--- config.mk ---
export PLATFORM = sky130hd
export DESIGN_NAME = stereo_tone_synth
export DESIGN_NICKNAME = d
export VERILOG_FILES = /design/src/rtl/stereo_tone_synth_pkg.sv /design/src/rtl/stereo_tone_synth_tone_channel.sv /design/src/rtl/stereo_tone_synth.sv
export SDC_FILE = /design/constraint.sdc
export NUM_CORES = 1
export LEC_CHECK = 0
export BUFFER_PORTS_ARGS = -buffer_cell sky130_fd_sc_hd__buf_2
export CAP_MARGIN = 10
export CORE_ASPECT_RATIO = 1.75
export CORE_UTILIZATION = 41
export CTS_CLUSTER_SIZE = 12
export DETAILED_ROUTE_END_ITERATION = 12
export HOLD_SLACK_MARGIN = 0.1
export PLACE_DENSITY = 0.58
export RECOVER_POWER = 50
export SLEW_MARGIN = 0
export SYNTH_ARGS = -nofsm -noshare
export SYNTH_HDL_FRONTEND = slang
export SYNTH_SLANG_ARGS = --single-unit
--- constraint.sdc ---
create_clock -name clk -period 3 [get_ports clk]
set_clock_uncertainty 0.2 [all_clocks]
set_input_delay 0.6 -clock clk [delete_from_list [all_inputs] [get_ports clk]]
set_output_delay 0.6 -clock clk [all_outputs]
set_load 0.01 [all_outputs]
--- src/rtl/stereo_tone_synth_pkg.sv ---
// audio_pkg: shared constants and helpers for the stereo tone synthesizer.
//   DIV_W / SAMPLE_W / VOL_W : default datapath widths
//   BASE_AMP                 : amplitude at volume step 0 before shifting
//   MCLK_BIT/SCK_BIT/LRCK_BIT: bits of the 9-bit frame counter that drive the
//                              audio clock pins directly
//   amp_of(vol)              : volume code -> positive sample amplitude
package audio_pkg;

    localparam int DIV_W    = 22;
    localparam int SAMPLE_W = 16;
    localparam int VOL_W    = 3;
    localparam int NUM_CH   = 2;    // lane 0 = left, lane 1 = right

    localparam logic [SAMPLE_W-1:0] BASE_AMP = 16'h0080;

    localparam int CNT9_W   = 9;
    localparam int MCLK_BIT = 1;
    localparam int SCK_BIT  = 3;
    localparam int LRCK_BIT = 8;

    localparam int RAMP_W   = 20;   // soft-mute step interval is 2^RAMP_W clocks

    // Volume 0 is silence; otherwise each step doubles the amplitude,
    // giving 0x0100 at volume 1 up to 0x4000 at volume 7.
    function automatic logic [SAMPLE_W-1:0] amp_of(input logic [VOL_W-1:0] vol);
        logic [SAMPLE_W-1:0] a;
        a = '0;
        if (vol != '0)
            a = BASE_AMP << vol;
        return a;
    endfunction

endpackage

--- src/rtl/stereo_tone_synth_tone_channel.sv ---
// tone_channel: one square-wave tone generator with volume and mute.
//   clk, rst_n : system clock, async active-low reset
//   div        : half-period minus 1 in clk cycles; 0 = silence
//   vol        : amplitude select, 0 = silent
//   mute       : forces sample to 0 while the counter keeps running
//   sample     : two's-complement output sample (combinational from the
//                registered toggle bit, so it reflects the pre-wrap value
//                on the cycle the toggle flips)
module tone_channel #(
    parameter int DIV_W    = audio_pkg::DIV_W,
    parameter int SAMPLE_W = audio_pkg::SAMPLE_W,
    parameter int VOL_W    = audio_pkg::VOL_W
) (
    input  logic                clk,
    input  logic                rst_n,
    input  logic [DIV_W-1:0]    div,
    input  logic [VOL_W-1:0]    vol,
    input  logic                mute,
    output logic [SAMPLE_W-1:0] sample
);
    import audio_pkg::*;

    logic [DIV_W-1:0]    cnt;
    logic                tog;
    logic [SAMPLE_W-1:0] amp;

    // The >= compare lets a shrinking divider wrap on the next cycle instead
    // of counting all the way around the counter range.
    always_ff @(posedge clk or negedge rst_n) begin
        if (!rst_n) begin
            cnt <= '0;
            tog <= 1'b0;
        end else if (div == '0) begin
            cnt <= '0;
            tog <= 1'b0;
        end else if (cnt >= div) begin
            cnt <= '0;
            tog <= ~tog;
        end else begin
            cnt <= cnt + 1'b1;
        end
    end

    always_comb begin
        amp    = SAMPLE_W'(amp_of(vol));
        sample = '0;
        if (!mute && div != '0)
            sample = tog ? amp : -amp;
    end

endmodule

--- src/rtl/stereo_tone_synth.sv ---
// stereo_tone_synth: two square-wave tone channels feeding a left-justified
// serial audio output (PMOD I2S-style pins).
//   clk            : 100 MHz system clock
//   rst_n          : async active-low reset
//   left_note_div  : left half-period minus 1 (0 = silence)
//   right_note_div : right half-period minus 1 (0 = silence)
//   volume         : amplitude select, 0 = silent
//   mute           : forces both samples to 0
//   audio_mclk     : clk/4
//   audio_sck      : clk/16 bit clock
//   audio_lrck     : clk/512 frame clock, low = left slot
//   audio_sdin     : serial data, MSB first, changes as sck falls
// Build option SOFT_MUTE_EN: mute and volume drops ramp an internal
// effective volume down one step every 2^20 clocks; rises are immediate.
module stereo_tone_synth #(
    parameter int DIV_W    = audio_pkg::DIV_W,
    parameter int SAMPLE_W = audio_pkg::SAMPLE_W,
    parameter int VOL_W    = audio_pkg::VOL_W
) (
    input  logic             clk,
    input  logic             rst_n,
    input  logic [DIV_W-1:0] left_note_div,
    input  logic [DIV_W-1:0] right_note_div,
    input  logic [VOL_W-1:0] volume,
    input  logic             mute,
    output logic             audio_mclk,
    output logic             audio_lrck,
    output logic             audio_sck,
    output logic             audio_sdin
);
    import audio_pkg::*;

    logic [NUM_CH-1:0][DIV_W-1:0]    div_v;
    logic [NUM_CH-1:0][SAMPLE_W-1:0] smp;
    logic [VOL_W-1:0]                eff_vol;
    logic                            ch_mute;

    assign div_v = {right_note_div, left_note_div};

    // ---------------------------------------------------------------- volume
`ifdef SOFT_MUTE_EN
    logic [VOL_W-1:0]  vol_q;
    logic [VOL_W-1:0]  vol_tgt;
    logic [RAMP_W-1:0] ramp_cnt;

    assign vol_tgt = mute ? '0 : volume;

    // Step timer only runs while the effective volume sits above target;
    // reaching or exceeding the target snaps to it and rearms the timer.
    always_ff @(posedge clk or negedge rst_n) begin
        if (!rst_n) begin
            vol_q    <= '0;
            ramp_cnt <= '0;
        end else if (vol_tgt >= vol_q) begin
            vol_q    <= vol_tgt;
            ramp_cnt <= '0;
        end else begin
            ramp_cnt <= ramp_cnt + 1'b1;
            if (&ramp_cnt)
                vol_q <= vol_q - 1'b1;
        end
    end

    assign eff_vol = vol_q;
    assign ch_mute = 1'b0;   // mute is folded into the ramp target
`else
    assign eff_vol = volume;
    assign ch_mute = mute;
`endif

    // ---------------------------------------------------------------- tones
    for (genvar g = 0; g < NUM_CH; g++) begin : g_ch
        tone_channel #(
            .DIV_W    (DIV_W),
            .SAMPLE_W (SAMPLE_W),
            .VOL_W    (VOL_W)
        ) u_ch (
            .clk    (clk),
            .rst_n  (rst_n),
            .div    (div_v[g]),
            .vol    (eff_vol),
            .mute   (ch_mute),
            .sample (smp[g])
        );
    end

    // ---------------------------------------------------------------- serializer
    logic [CNT9_W-1:0]   cnt9;
    logic [CNT9_W-1:0]   nxt9;
    logic                frame_end;
    logic [SAMPLE_W-1:0] l_lat;
    logic [SAMPLE_W-1:0] r_lat;
    logic [SAMPLE_W-1:0] l_cur;
    logic [SAMPLE_W-1:0] slot_word;
    logic                sdin_bit;
    logic                sdin_q;

    assign nxt9      = cnt9 + 1'b1;
    assign frame_end = &cnt9;

    // The left MSB is shifted out on the same edge that latches the new
    // frame, so it is taken from the sample being latched; every bit of a
    // frame then comes from one atomic snapshot.
    always_comb begin
        l_cur     = frame_end ? smp[0] : l_lat;
        slot_word = nxt9[LRCK_BIT] ? r_lat : l_cur;
        sdin_bit  = slot_word[~nxt9[7:4]];   // bit 15 - slot position
    end

    always_ff @(posedge clk or negedge rst_n) begin
        if (!rst_n) begin
            cnt9   <= '0;
            l_lat  <= '0;
            r_lat  <= '0;
            sdin_q <= 1'b0;
        end else begin
            cnt9 <= nxt9;
            if (frame_end) begin
                l_lat <= smp[0];
                r_lat <= smp[1];
            end
            if (&cnt9[3:0])
                sdin_q <= sdin_bit;
        end
    end

    assign audio_mclk = cnt9[MCLK_BIT];
    assign audio_sck  = cnt9[SCK_BIT];
    assign audio_lrck = cnt9[LRCK_BIT];
    assign audio_sdin = sdin_q;

endmodule

* Word level (Yosys, flattened, before mapping)
Cells that the tools add are included.
** Word-level totals
- Flip-flop bits (word level) :: 88
- Latch bits :: 0
- Memory bits (writable) :: 0
- Memory bits (read-only) :: 0
- Input bits :: 50
- Logic and storage cells :: 48
- Memories :: 0
** Operators by class
- Add/sub/neg operators :: 4
- Multipliers :: 0
- Div/mod/pow operators :: 0
- Magnitude comparators :: 3
- Equality and inequality tests :: 0
- Shift operators :: 1
- Mux-type cells :: 17
- Bitwise operators :: 3
- Reductions and logical operators :: 12
** Operators with widths (number)
- 16-bit 2-to-1 mux :: 7
- 22-bit 2-to-1 mux :: 4
- 22-bit by 1-bit adder with 22-bit output (second input constant) :: 2
- 22-bit >= comparator :: 2
- 22-bit zero test :: 2
- 22-bit nonzero test :: 2
- 16-bit negation :: 1
- 8-bit by 3-bit left shift with 16-bit output (first input constant) :: 1
- 9-bit by 1-bit adder with 9-bit output (second input constant) :: 1
- 9-bit AND reduction :: 1
- 4-bit by 5-bit less-than comparator with 1-bit output (second input constant) :: 1
- 1-bit 2-to-1 mux :: 5
- 1-bit binary-select mux with 4-bit select :: 1
- 4-bit inverter :: 1
- 4-bit AND reduction :: 1
- 2-bit nonzero test :: 2
- 3-bit nonzero test :: 1
- 1-bit logical AND :: 2
- 1-bit inverter :: 2
- 1-bit zero test :: 1

* Depth between registers and ports, before layout
- Word-level depth :: 9
- Gate-level depth with buffers :: 12

* By module
From an unflattened synthesis, not the netlist that was laid out.
** Unflattened totals
- Cell total of the unflattened synthesis :: 603
- Area total of the unflattened synthesis :: 5784.3 um2
** Modules (own cells, without submodules)
- tone_channel (g_ch[1].u_ch) :: instances 1, cells an instance 239, area an instance 1948.1 um2
- stereo_tone_synth :: instances 1, cells an instance 129, area an instance 1921.8 um2
- tone_channel (g_ch[0].u_ch) :: instances 1, cells an instance 235, area an instance 1914.3 um2

* Worst setup path after synthesis
Ideal clock, no wire load.
- Path type :: input-to-reg
- Start point :: in volume[0]
- End point :: reg sdin_q (netlist: audio_sdin)
- Arrival time :: 2.571 ns
- Path slack :: 0.103 ns
- Stages :: 10
- Buffers on the path :: 1
- Cell sequence :: clkbuf_1 -> or3b_2 -> ha_1 -> nor2_1 -> a22oi_1 -> o21ai_0 -> o2bb2ai_1 -> o21ai_0 -> nand3_1 -> a311o_2
** Between the ends
- Word-level cells in the longest chain between the ends :: 9
- Elaborated cells between the ends (all ways) :: 10
- Classes of those cells :: 1 x add/sub; 1 x shift; 7 x mux; 1 x reduce/logical
** Ends and longest elaborated chain
- start: declaration :: line stereo_tone_synth.sv:24 : input logic [VOL_W-1:0] volume,
- 8-bit by 3-bit left shift with 16-bit output or 3-bit nonzero test (tied branches) :: line stereo_tone_synth_pkg.sv:29, stereo_tone_synth_pkg.sv:28
- 16-bit 2-to-1 mux (*) :: line stereo_tone_synth_pkg.sv:28 : if (vol != '0)
- 16-bit negation :: line stereo_tone_synth_tone_channel.sv:48 : sample = tog ? amp : -amp;
- 16-bit 2-to-1 mux (*) :: line stereo_tone_synth_tone_channel.sv:48
- 16-bit 2-to-1 mux (*) :: line stereo_tone_synth_tone_channel.sv:47 : if (!mute && div != '0)
- 16-bit 2-to-1 mux (*)
- via l_cur[14] :: line stereo_tone_synth.sv:93 : logic [SAMPLE_W-1:0] l_cur;
- 16-bit 2-to-1 mux (*) :: line stereo_tone_synth.sv:106 : slot_word = nxt9[LRCK_BIT] ? r_lat : l_cur;
- 1-bit binary-select mux with 4-bit select (*) :: line stereo_tone_synth.sv:107 : sdin_bit = slot_word[~nxt9[7:4]];
- 1-bit 2-to-1 mux (not written as such) (*) :: line stereo_tone_synth.sv:107
- end signal: assignment :: line stereo_tone_synth.sv:123 : sdin_q <= sdin_bit;
- end: declaration :: line stereo_tone_synth.sv:96 : logic sdin_q;
The timed path passes the listed nets; every way through them passes the cells marked *. The select of a mux whose other input is x is not followed.
A chain may end at the register's enable or synchronous reset.

* Worst setup path in the final report
- Start point :: reg cnt9[1]
- End point :: reg sdin_q (netlist: audio_sdin)
** Between the ends
- Word-level cells in the longest chain between the ends :: 5
- Elaborated cells between the ends (all ways) :: 8
- Classes of those cells :: 1 x add/sub; 4 x mux; 1 x bitwise; 2 x reduce/logical
** Ends and longest elaborated chain
- start: declaration :: line stereo_tone_synth.sv:88 : logic [CNT9_W-1:0] cnt9;
- start signal: assignment :: line stereo_tone_synth.sv:117 : cnt9 <= nxt9;
- 9-bit AND reduction :: line stereo_tone_synth.sv:99 : assign frame_end = &cnt9;
- via frame_end :: line stereo_tone_synth.sv:90 : logic frame_end;
- 16-bit 2-to-1 mux
- via l_cur[2] :: line stereo_tone_synth.sv:93
- 16-bit 2-to-1 mux :: line stereo_tone_synth.sv:106
- 1-bit binary-select mux with 4-bit select :: line stereo_tone_synth.sv:107
- 1-bit 2-to-1 mux (not written as such) :: line stereo_tone_synth.sv:107
The timed path passes the listed nets, and every way through them passes these cells. The select of a mux whose other input is x is not followed.

==> flow_summary.json <==
{
  "status": "complete, no violations",
  "synth_edf_count": 0,
  "rows": 53,
  "worst_slack_ps": 136,
  "synth_fp_nets": 667,
  "p_clk_share_pct": 41.9,
  "critPathMaxFanout": 9,
  "reg2reg_depth": 10,
  "post-route-period-util_pct": 95.5,
  "netlist.area_leader.share_pct": 39.1,
  "max_stage_delay_ps": 480,
  "antenna_left": 0,
  "grt_use_met1_pct": 19.5,
  "drv_slew": 0,
  "syn_inst": 568,
  "setup_violations": 0,
  "num_io_pins": 54,
  "final_cell_count_no_fill": 802,
  "die_x_um": 86.5,
  "worst_setup_path_start_kind": "flop",
  "pre_cts_ws_ps": 13.4,
  "routed_via_density": 5.22,
  "synthArstFlopShare_pct": 100,
  "p_switching_mw": 0.644,
  "seq_power_share_pct": 46.8,
  "crit_path_frequent_cell": "ha_1",
  "cts_tree": "yes",
  "peakVddDrop_mv": 0.282,
  "wl_um": 12000,
  "drtPass1Iterations": 4,
  "tns_ps": 0,
  "htree_levels": 3,
  "rsz0062_at_grt": "false",
  "clkLatencyLatePin_ps": 340,
  "die_area_mm2": 0.0130,
  "fmax_mhz": 349,
  "met3_usage_pct": 3.09,
  "synth_area_mm2": 0.00512,
  "drt_iter0_drc": 186,
  "ys_top_cells_by_count": "dfrtp_1, nor2_1, inv_1, ha_1, nand3_1",
  "power.density_mw_per_mm2": 426,
  "grt_max_degree": 51,
  "postSynthAreaPerCell_um2": 9.02,
  "hold_class": "flop to flop",
  "nNetsFinal": 732,
  "gp_congestion": 0.876,
  "gr-max-usage-layer": "met2",
  "chipHeight_um": 150,
  "grt_pass1_vias": 4368,
  "crit_required_ps": 3070,
  "synth_seq_cells": 80,
  "path_class": "flop to flop",
  "grt_pass1_wl_um": 20000,
  "holdPathStages": 1,
  "worstPathCellList": "ha_1, nand3_1, nor3_1, ha_1, buf_4, and2b_2, mux2i_1, mux4_2, o41ai_2, a311o_2",
  "wl_per_cell_um": 14.9,
  "leakage_nw": 3.11,
  "grt-ovfl-total": 0,
  "yosysUniqueCellTypes": 54,
  "hold_buffers": 0,
  "vias": 4184,
  "period_needed_ps": 2860,
  "crit_path_top_delay_cell": "mux4_2",
  "clkSinkCount": 80,
  "seq_area_frac_synth_pct": 39.1,
  "yosys_warnings": 0,
  "coreArea_mm2": 0.0121,
  "finalHoldViolCount": 0,
  "combPwrFrac_pct": 11.3,
  "max_cap_violations": 0,
  "drc_errors": 0,
  "critPathCaptureType": "flop",
  "grtUsageTotal_pct": 20.1,
  "yosys.area.top_type": "dfrtp_1",
  "antenna_found_initial": 0,
  "ys.flop_type": "dfrtp_1",
  "intPower_mw": 1.89,
  "antenna_cells": 0,
  "numCtsBuffers": 9,
  "start_util_pct": 42.4,
  "worst_slew_pin_slew_ps": 1240,
  "cts_root_buf": "clkbuf_16",
  "clk_path_buf_depth": 2,
  "layout-drive-gt1-share_pct": 16.6,
  "arrival_ps": 2940,
  "dpl.hpwl_um": 9360,
  "synth_most_common_cell": "dfrtp_1",
  "met2_usage_pct": 40.0,
  "post-place-cells": 784,
  "relSlewSlack_pct": 17.1,
  "synthTopCellsByArea": "dfrtp_1, ha_1, nor2_1",
  "cts.reportedPaths.clkPinSlew_ps": 60,
  "sw_frac_of_total_pct": 25.4,
  "areaGrowthSynthToFinish_pct": 16.1,
  "numPortBuffers": 53
}
logic make-up (layout without fill, tap and decap cells):
kind of cell	count (synthesis)	in the layout	share of synthesized area, %
AO/OA/AOI/OAI	87	87	11.3
XOR/XNOR	47	47	8.18
adder cells (fa/ha/maj)	49	49	12.0
buffers and inverters	86	155	6.79
flip-flops	80	80	39.1
multiplexers	9	9	2.05
AND/OR/NAND/NOR	210	210	20.6
layout by cell type (no fill, tap or decap), types with 4 or more instances in the layout:
master and instances:
a21o_1 12, o2111ai_1 4, nor3_1 7, nor2_1 75
nor4_1 12, a21oi_1 23, buf_4 16, nand3_1 32
o2bb2ai_1 4, and3_1 11, nor2b_1 11, xnor2_1 19
o21ai_0 21, dfrtp_1 80, nand4_1 19, ha_1 49
xor2_1 27, inv_1 64, nand2_1 23, clkbuf_16 9
mux2i_1 6, buf_2 52
metal layers:
metal	up-vias	wire, um
li1	2090	-
met1	1974	4440
met2	92	6790
met3	28	336
met4	0	413
met5	-	0
power by group through the flow:
stage               registers (mW)  logic, mW  clock network (mW)
floorplan                     1.18      0.178                   0
global placement              1.20      0.282                   0
detailed placement            1.21      0.293                   0
CTS                           1.19      0.295                1.09
global route                  1.19      0.334                1.14
finish                        1.19      0.286                1.06
worst paths after layout:
path                                   start                        endpoint  slack, ps
max                        cnt9[1]$_DFF_PN0_          audio_sdin$_DFFE_PN0P_        140
min                        cnt9[0]$_DFF_PN0_               cnt9[0]$_DFF_PN0_        280
max reg2reg                cnt9[1]$_DFF_PN0_          audio_sdin$_DFFE_PN0P_        140
min reg2reg                cnt9[0]$_DFF_PN0_               cnt9[0]$_DFF_PN0_        280
max in group asynchronous              rst_n  g_ch[0].u_ch.cnt[20]$_DFF_PN0_        860
min in group asynchronous              rst_n  g_ch[1].u_ch.cnt[15]$_DFF_PN0_        320
sequential cells by signal, summed over array words and instances (netlist names):
register / count
audio_sdin: 1
cnt9: 9
g_ch.u_ch.cnt: 44
g_ch.u_ch.tog: 2
l_lat: 16
r_lat: 8
metrics by stage:
step                      utilization, %  power, mW  area (um2)  hold WS (ps)
after CTS                           49.2       2.57        5940           119
final                               49.3       2.53        5950           280
after floorplan                        -       1.36        5120           104
after global placement              46.8       1.49        5650           256
after detailed placement            46.8       1.50        5650           267
after global routing                49.3       2.66        5950           306
final cells by class:
class / count / area, um2
fillers: 1230 / 6120
repair buffers: 72 / 415
clock inverters: 6 / 61.3
clock buffers: 9 / 225
well taps: 165 / 206
multi-input cells: 402 / 2780
inverters: 68 / 259
flip-flops and latches: 80 / 2000
critical path, delay by kind of cell (launching register included):
kind                       cells  cell delay (ps)
and+or+nand+nor                3              440
buffers and inverters          1              190
adders and majority gates      2              490
DFF                            1              410
AOI/OAI and AO/OA              2              530
muxes                          2              540
repair_timing:
| item | in CTS | in global routing |
|---|---|---|
| endpoints found under the setup margin | 0 | 1 |
| gates resized for setup | 0 | 2 |
| setup buffers | 0 | 3 |
No activity file was read; power rests on OpenSTA's default activity.
